### src/rtl/seq_fault_arbiter_if.sv
// Handshake and status bundle between the master sequencer and seq_fault_arbiter.
// The master modport drives enables, dones, VR faults and the clear request; the slave modport drives the failure lines and the fault record.
interface seq_fault_arbiter_if;
  logic [3:0] iEna;
  logic [3:0] iDone;
  logic [3:0] iVrFault;
  logic       iClrFault;
  logic [3:0] oFailure;
  logic       oFaultValid;
  logic [2:0] oFirstFaultCode;
  logic       oFirstFaultCause;
  logic       oMultiFault;

  modport master (
    output iEna, iDone, iVrFault, iClrFault,
    input  oFailure, oFaultValid, oFirstFaultCode, oFirstFaultCause, oMultiFault
  );

  modport slave (
    input  iEna, iDone, iVrFault, iClrFault,
    output oFailure, oFaultValid, oFirstFaultCode, oFirstFaultCause, oMultiFault
  );
endinterface

### src/rtl/seq_fault_arbiter.sv
// Supervises four sequencer handshakes and keeps a sticky first-fault record for the BMC.
// Define SEQ_FAULT_TIMEOUT_EN to add enable-to-done timeout detection in both directions.
module seq_fault_arbiter #(
  parameter int TIMEOUT_CYCLES = 400000,
  parameter int CNT_W          = 19
) (
  input logic                iClk,
  input logic                iRst,
  seq_fault_arbiter_if.slave bus
);

  typedef enum logic [2:0] {OFF, WAIT_UP, ON, WAIT_DN, FAULT} ChState;

  ChState     state     [4];
  ChState     nextState [4];
  logic [3:0] timeoutHit;
  logic [3:0] entryTimeout;
  logic [3:0] faultEntry;
  logic [3:0] failNext;
  logic [2:0] winCode;
  logic       winCause;
  logic       multiEntry;

  logic [3:0] failure;
  logic       faultValid;
  logic [2:0] firstCode;
  logic       firstCause;
  logic       multiFault;

`ifdef SEQ_FAULT_TIMEOUT_EN
  localparam logic [CNT_W-1:0] CNT_LAST = CNT_W'(TIMEOUT_CYCLES - 1);
  localparam logic [CNT_W-1:0] CNT_MAX  = CNT_W'(TIMEOUT_CYCLES);

  logic [CNT_W-1:0] cnt [4];

  // Counter restarts on every state change; timeout fires on the edge that completes TIMEOUT_CYCLES waits.
  always_ff @(posedge iClk) begin
    for (int ch = 0; ch < 4; ch++) begin
      if (iRst || (nextState[ch] != state[ch])) begin
        cnt[ch] <= '0;
      end else if (((state[ch] == WAIT_UP) || (state[ch] == WAIT_DN)) && (cnt[ch] != CNT_MAX)) begin
        cnt[ch] <= cnt[ch] + 1'b1;
      end
    end
  end

  always_comb begin
    timeoutHit = '0;
    for (int ch = 0; ch < 4; ch++) begin
      timeoutHit[ch] = (cnt[ch] >= CNT_LAST);
    end
  end
`else
  localparam int unusedCfg = TIMEOUT_CYCLES + CNT_W;

  assign timeoutHit = '0;
`endif

  always_ff @(posedge iClk) begin
    for (int ch = 0; ch < 4; ch++) begin
      state[ch] <= iRst ? OFF : nextState[ch];
    end
  end

  // A VR fault outranks every handshake transition; done completion outranks a same-edge timeout.
  always_comb begin
    entryTimeout = '0;
    for (int ch = 0; ch < 4; ch++) begin
      nextState[ch] = state[ch];
      if ((state[ch] != FAULT) && bus.iVrFault[ch]) begin
        nextState[ch] = FAULT;
      end else begin
        case (state[ch])
          OFF: begin
            if (bus.iEna[ch]) nextState[ch] = WAIT_UP;
          end
          WAIT_UP: begin
            if (bus.iDone[ch]) begin
              nextState[ch] = ON;
            end else if (timeoutHit[ch]) begin
              nextState[ch]    = FAULT;
              entryTimeout[ch] = 1'b1;
            end else if (!bus.iEna[ch]) begin
              nextState[ch] = OFF;
            end
          end
          ON: begin
            if (!bus.iEna[ch]) nextState[ch] = WAIT_DN;
            else if (!bus.iDone[ch]) nextState[ch] = FAULT;
          end
          WAIT_DN: begin
            if (!bus.iDone[ch]) begin
              nextState[ch] = OFF;
            end else if (timeoutHit[ch]) begin
              nextState[ch]    = FAULT;
              entryTimeout[ch] = 1'b1;
            end else if (bus.iEna[ch]) begin
              nextState[ch] = ON;
            end
          end
          FAULT: begin
            if (bus.iClrFault && !bus.iEna[ch]) nextState[ch] = OFF;
          end
          default: nextState[ch] = OFF;
        endcase
      end
    end
  end

  // Walk from CPU_MEM down to BMC so the lowest-numbered entering channel is left as winner.
  always_comb begin
    failNext   = '0;
    faultEntry = '0;
    winCode    = 3'd0;
    winCause   = 1'b0;
    for (int ch = 3; ch >= 0; ch--) begin
      failNext[ch]   = (nextState[ch] == FAULT);
      faultEntry[ch] = (nextState[ch] == FAULT) && (state[ch] != FAULT);
      if ((nextState[ch] == FAULT) && (state[ch] != FAULT)) begin
        winCode  = 3'(ch + 1);
        winCause = entryTimeout[ch];
      end
    end
  end

  assign multiEntry = |(faultEntry & (faultEntry - 4'd1));

  // A fault entering on the clear edge is logged fresh rather than being wiped.
  always_ff @(posedge iClk) begin
    if (iRst) begin
      failure    <= '0;
      faultValid <= 1'b0;
      firstCode  <= 3'd0;
      firstCause <= 1'b0;
      multiFault <= 1'b0;
    end else begin
      failure <= failNext;
      if (|faultEntry) begin
        if (!faultValid || bus.iClrFault) begin
          faultValid <= 1'b1;
          firstCode  <= winCode;
          firstCause <= winCause;
          multiFault <= multiEntry;
        end else begin
          multiFault <= 1'b1;
        end
      end else if (bus.iClrFault) begin
        faultValid <= 1'b0;
        firstCode  <= 3'd0;
        firstCause <= 1'b0;
        multiFault <= 1'b0;
      end
    end
  end

  assign bus.oFailure         = failure;
  assign bus.oFaultValid      = faultValid;
  assign bus.oFirstFaultCode  = firstCode;
  assign bus.oFirstFaultCause = firstCause;
  assign bus.oMultiFault      = multiFault;

endmodule

### src/flat_wrapper.sv
// flat-port wrapper written by rule: the top's interface ports become plain ports
module seq_fault_arbiter_flat 
#(
  parameter int TIMEOUT_CYCLES = 400000,
  parameter int CNT_W          = 19
)
  (iClk, iRst, bus_iEna, bus_iDone, bus_iVrFault, bus_iClrFault, bus_oFailure, bus_oFaultValid, bus_oFirstFaultCode, bus_oFirstFaultCause, bus_oMultiFault);
  seq_fault_arbiter_if bus_i ();
  input logic iClk;
  input logic iRst;
  input wire logic [$bits(bus_i.iEna)-1:0] bus_iEna;
  input wire logic [$bits(bus_i.iDone)-1:0] bus_iDone;
  input wire logic [$bits(bus_i.iVrFault)-1:0] bus_iVrFault;
  input wire logic [$bits(bus_i.iClrFault)-1:0] bus_iClrFault;
  output wire logic [$bits(bus_i.oFailure)-1:0] bus_oFailure;
  output wire logic [$bits(bus_i.oFaultValid)-1:0] bus_oFaultValid;
  output wire logic [$bits(bus_i.oFirstFaultCode)-1:0] bus_oFirstFaultCode;
  output wire logic [$bits(bus_i.oFirstFaultCause)-1:0] bus_oFirstFaultCause;
  output wire logic [$bits(bus_i.oMultiFault)-1:0] bus_oMultiFault;
  assign bus_i.iEna = bus_iEna;
  assign bus_i.iDone = bus_iDone;
  assign bus_i.iVrFault = bus_iVrFault;
  assign bus_i.iClrFault = bus_iClrFault;
  assign bus_oFailure = bus_i.oFailure;
  assign bus_oFaultValid = bus_i.oFaultValid;
  assign bus_oFirstFaultCode = bus_i.oFirstFaultCode;
  assign bus_oFirstFaultCause = bus_i.oFirstFaultCause;
  assign bus_oMultiFault = bus_i.oMultiFault;
  seq_fault_arbiter #(.TIMEOUT_CYCLES(TIMEOUT_CYCLES), .CNT_W(CNT_W)) u_core (.iClk(iClk), .iRst(iRst), .bus(bus_i));
endmodule
### config.mk
export PLATFORM = sky130hd
export DESIGN_NAME = seq_fault_arbiter_flat
export DESIGN_NICKNAME = d
export VERILOG_FILES = /design/src/rtl/seq_fault_arbiter_if.sv /design/src/rtl/seq_fault_arbiter.sv /design/src/flat_wrapper.sv
export SDC_FILE = /design/constraint.sdc
export NUM_CORES = 1
export LEC_CHECK = 0
export CAP_MARGIN = 25
export CORE_MARGIN = 5
export CORE_UTILIZATION = 30
export CTS_CLUSTER_DIAMETER = 80
export DETAILED_ROUTE_END_ITERATION = 7
export SLEW_MARGIN = 20
export SYNTH_ARGS = -nofsm -noshare
export SYNTH_HDL_FRONTEND = slang
export SYNTH_SLANG_ARGS = --single-unit
export TNS_END_PERCENT = 1
### constraint.sdc
create_clock -name iClk -period 3.5 [get_ports iClk]
set_clock_uncertainty 0.15 [all_clocks]
set_input_delay 0.35 -clock iClk [delete_from_list [all_inputs] [get_ports iClk]]
set_output_delay 0.35 -clock iClk [all_outputs]
set_load 0.02 [all_outputs]
==> key figures <==
Status
  – Status: finished, final reports clean

Yosys
  – Top cells by area, synth: dfxtp_1 38%, a21oi_1 7.3%, o21ai_0 5.0%
  – Dominant cell type by area after synthesis: dfxtp_1
  – Top-count cell post-synth: dfxtp_1
  – Gate count of the mapped netlist: approximately 130
  – Mean Syn Cell Area: around 8.6 sq um
  – Adder-Cell Fraction of Synth Area: less than 1%
  – Syn Nets: 142
  – XOR/XNOR Fraction of Synth Area: 0%
  – Post-synth top cells: 21 x dfxtp_1, 16 x a21oi_1, 13 x nor2_1
  – Ys flop type: dfxtp_1
  – Yosys top cell area share: between 30% and 40%
  – Synth async-reset ratio: 0%
  – Post-synthesis compound-gate area fraction: ~28%
  – Register area share after synthesis: between 30% and 40%
  – Post-synthesis simple-gate area fraction: 26.9%
  – EDFF count, synth: 0
  – Yosys reg bits: 21
  – Synth cell types: 36
  – Netlist Area Pre-Place: 1100 sq um
  – Mux cell area share after synthesis: roughly 1.8%
  – Combinational family with the most area after synthesis: compound AO/OA/AOI/OAI gates
  – Synth Warn #: 0

Die
  – # rows: 22
  – Die H: between 70 and 80 um
  – # IOs: 25
  – Die ar.: between 4000 and 5000 sq um
  – Horiz. Die Dim: approximately 70 um
  – Core footprint: about 3600 sq um
  – Starting Density: a little under a third

Finish
  – N_diodes: 0
  – NumNets Final: about 170
  – Multi-input logic area: 639 sq um
  – Seq. cell area: around 420 sq um
  – Area delta synth->final: 28.8%
  – # fillers: ~380
  – Layout cell share with drive strength beyond 1: approximately 8.7%

STA
  – Fmax: around 450 MHz
  – Setup violations, final: 0
  – Crit share post-route: a little under two thirds
  – Setup ws final: 1.27 ns
  – Max-slew violations: 0
  – Final Hold Fails: 0
  – Final Critical Period: between 2 and 2.5 ns
  – Final TNS setup: 0 ns
  – RSZ-0062 raised after global routing: false
  – Relative max-transition margin: about 48%
  – Least-Margin Pin Slew: approximately 0.78 ns

Pwr
  – Design Power: between 0.5 and 0.6 mW
  – Pleak: ~0.47 nW
  – Pwr Density: a little under 400 nW/um^2
  – VDD IR max: ~120 uV

Detailed routing
  – First-pass DRT Iterations: 4
  – Total Wirelength: around 2500 um
  – ANT nets after route: 0
  – DRC viols: 0
  – Avg WL per Cell: 12.4 um
  – Via density per instance: between 5 and 6
  – Iteration-0 DRC Markers: 40
  – Vias: 1,061

Global route
  – Initial antenna violation count: 0
  – Gr ovfl total: 0
  – First-pass GRT wire length: 4040 um
  – GRT Total Usage: 9.79%
  – Largest net degree at the start of global routing: 21
  – Vias in the first global route: 941

Setup path
  – Critical Path Start Type: input port
  – Worst setup EP type: flip-flop
  – Crit path DAT: approximately 2.2 ns
  – Slowest stage delay, CP: ~0.52 ns
  – Crit-path max FO: 6
  – Crit path depth: 6
  – Worst Reg-to-Reg Cells: 5
  – Critical path required time: between 3 and 4 ns
  – CP cell instances: clkdlybuf4s50_1 -> or4bb_1 -> a2bb2oi_2 -> a41oi_2 -> nor2_1 -> o41ai_1
  – Delay-heaviest family, CP: compound AO/OA/AOI/OAI gates
  – Buf/Inv on CP: 1
  – Kind of critical path: input port to flip-flop
  – Critical Path Slowest Stage Cell: or4bb_1

Clock tree
  – Clock Tree Buf Depth: 2
  – CTS Root Cell: clkbuf_8
  – Reg clk slew, reported paths: approximately 0.070 ns
  – Hold_buf cts: 0
  – H-tree Lvls: 1
  – Clk sinks: 21
  – CTS Buf Count: 3
  – Resize count post-CTS: 0
  – CTS tree: done
  – Worst-skew pair later-pin latency: around 0.25 ns
  – Setup Buffers After CTS: 0

Placed design
  – HPWL after detailed placement: 1830 um
  – Post-Place Setup Slack: just over 1 ns
  – Routability cong.: 0.800
  – IO Port Bufs: 23

Worst hold path
  – Worst hold path type: flip-flop to flip-flop
  – Hold depth: 2

Flow run
  – Maxcap violations: 0
-- kinds of logic (layout without fill, tap and decap cells) --
kind of cell	Yosys count	after routing
and+or+nand+nor	47	47
AOI/OAI and AO/OA	46	46
DFF	21	21
buffers and inverters	9	32
muxes	2	2
adders and majority gates	1	1
other	1	1
-- layout make-up --
| class | instances | area share [%] |
|---|---|---|
| Inverter | 5 | 1.33 |
| Sequential cell | 21 | 29.7 |
| Tap cell | 48 | 4.25 |
| Multi-Input combinational cell | 97 | 45.2 |
| Clock buffer | 4 | 3.19 |
| Timing Repair Buffer | 23 | 16.3 |
-- through the flow --
stage                     area (sq um)  std cells  util (%)  hold WS (ns)
after global placement            1370        194      38.0         0.323
after CTS                         1410        198      39.2         0.336
after global routing              1410        198      39.2         0.342
after detailed placement          1370        194      38.0         0.315
final                             1410        198      39.2         0.331
after floorplan                   1100        127         -         0.279
-- registers in the layout (all words and copies together) (netlist names) --
register,count
u_core.bus.oFirstFaultCode,3
u_core.bus.oFaultValid,1
u_core.bus.oFailure,4
u_core.bus.oMultiFault,1
u_core.state,12
-- cells in the final DEF (no fill, tap or decap), types with 2 or more instances in the layout --
cell type / count
a21oi_1: 16
nor2_1: 13
or4bb_1: 2
clkbuf_8: 3
or2b_1: 3
a2bb2oi_2: 3
o21ai_0: 11
a31oi_1: 2
or3b_1: 3
or3b_2: 3
mux2i_1: 2
inv_1: 5
o22ai_1: 4
a21boi_0: 3
clkdlybuf4s50_1: 23
nand2b_1: 3
dfxtp_1: 21
nand2_1: 4
nor4_1: 8
-- power by group --
part           switching (mW)  internal, mW
clock                  0.0756        0.0810
sequential             0.0154         0.256
combinational          0.0617        0.0638
-- path summary, 6_finish.rpt --
| kind | from | to | slack, ns |
|---|---|---|---|
| worst max-delay path | bus_iDone[0] | u_core.bus.oFirstFaultCode[2] | 1.27 |
| worst min-delay path | u_core.bus.oFirstFaultCode[1] | u_core.bus.oFirstFaultCode[1] | 0.33 |
| worst max register to register | u_core.state[0][2] | u_core.bus.oFirstFaultCode[2] | 1.37 |
| worst min register to register | u_core.bus.oFirstFaultCode[1] | u_core.bus.oFirstFaultCode[1] | 0.33 |
-- worst register-to-register path, cell delays in order, from the launching register on --
cell       delay (ns)
dfxtp_1          0.41
or3b_1           0.41
a2bb2oi_2        0.29
a41oi_2          0.20
or4b_1           0.49
o41ai_1          0.08
-- per-layer routing --
| metal | vias to the layer above | wire [um] | global-route usage, % | part of all wire [%] |
|---|---|---|---|---|
| met5 | - | 0 | 0 | 0 |
| met4 | 0 | 29 | 3.62 | 1.2 |
| met3 | 4 | 110 | 2.88 | 4.5 |
| met2 | 26 | 1120 | 14.8 | 45 |
| met1 | 500 | 1210 | 13.1 | 49 |
| li1 | 531 | - | - | - |
Note: power is estimated with default switching activity, not from simulation.
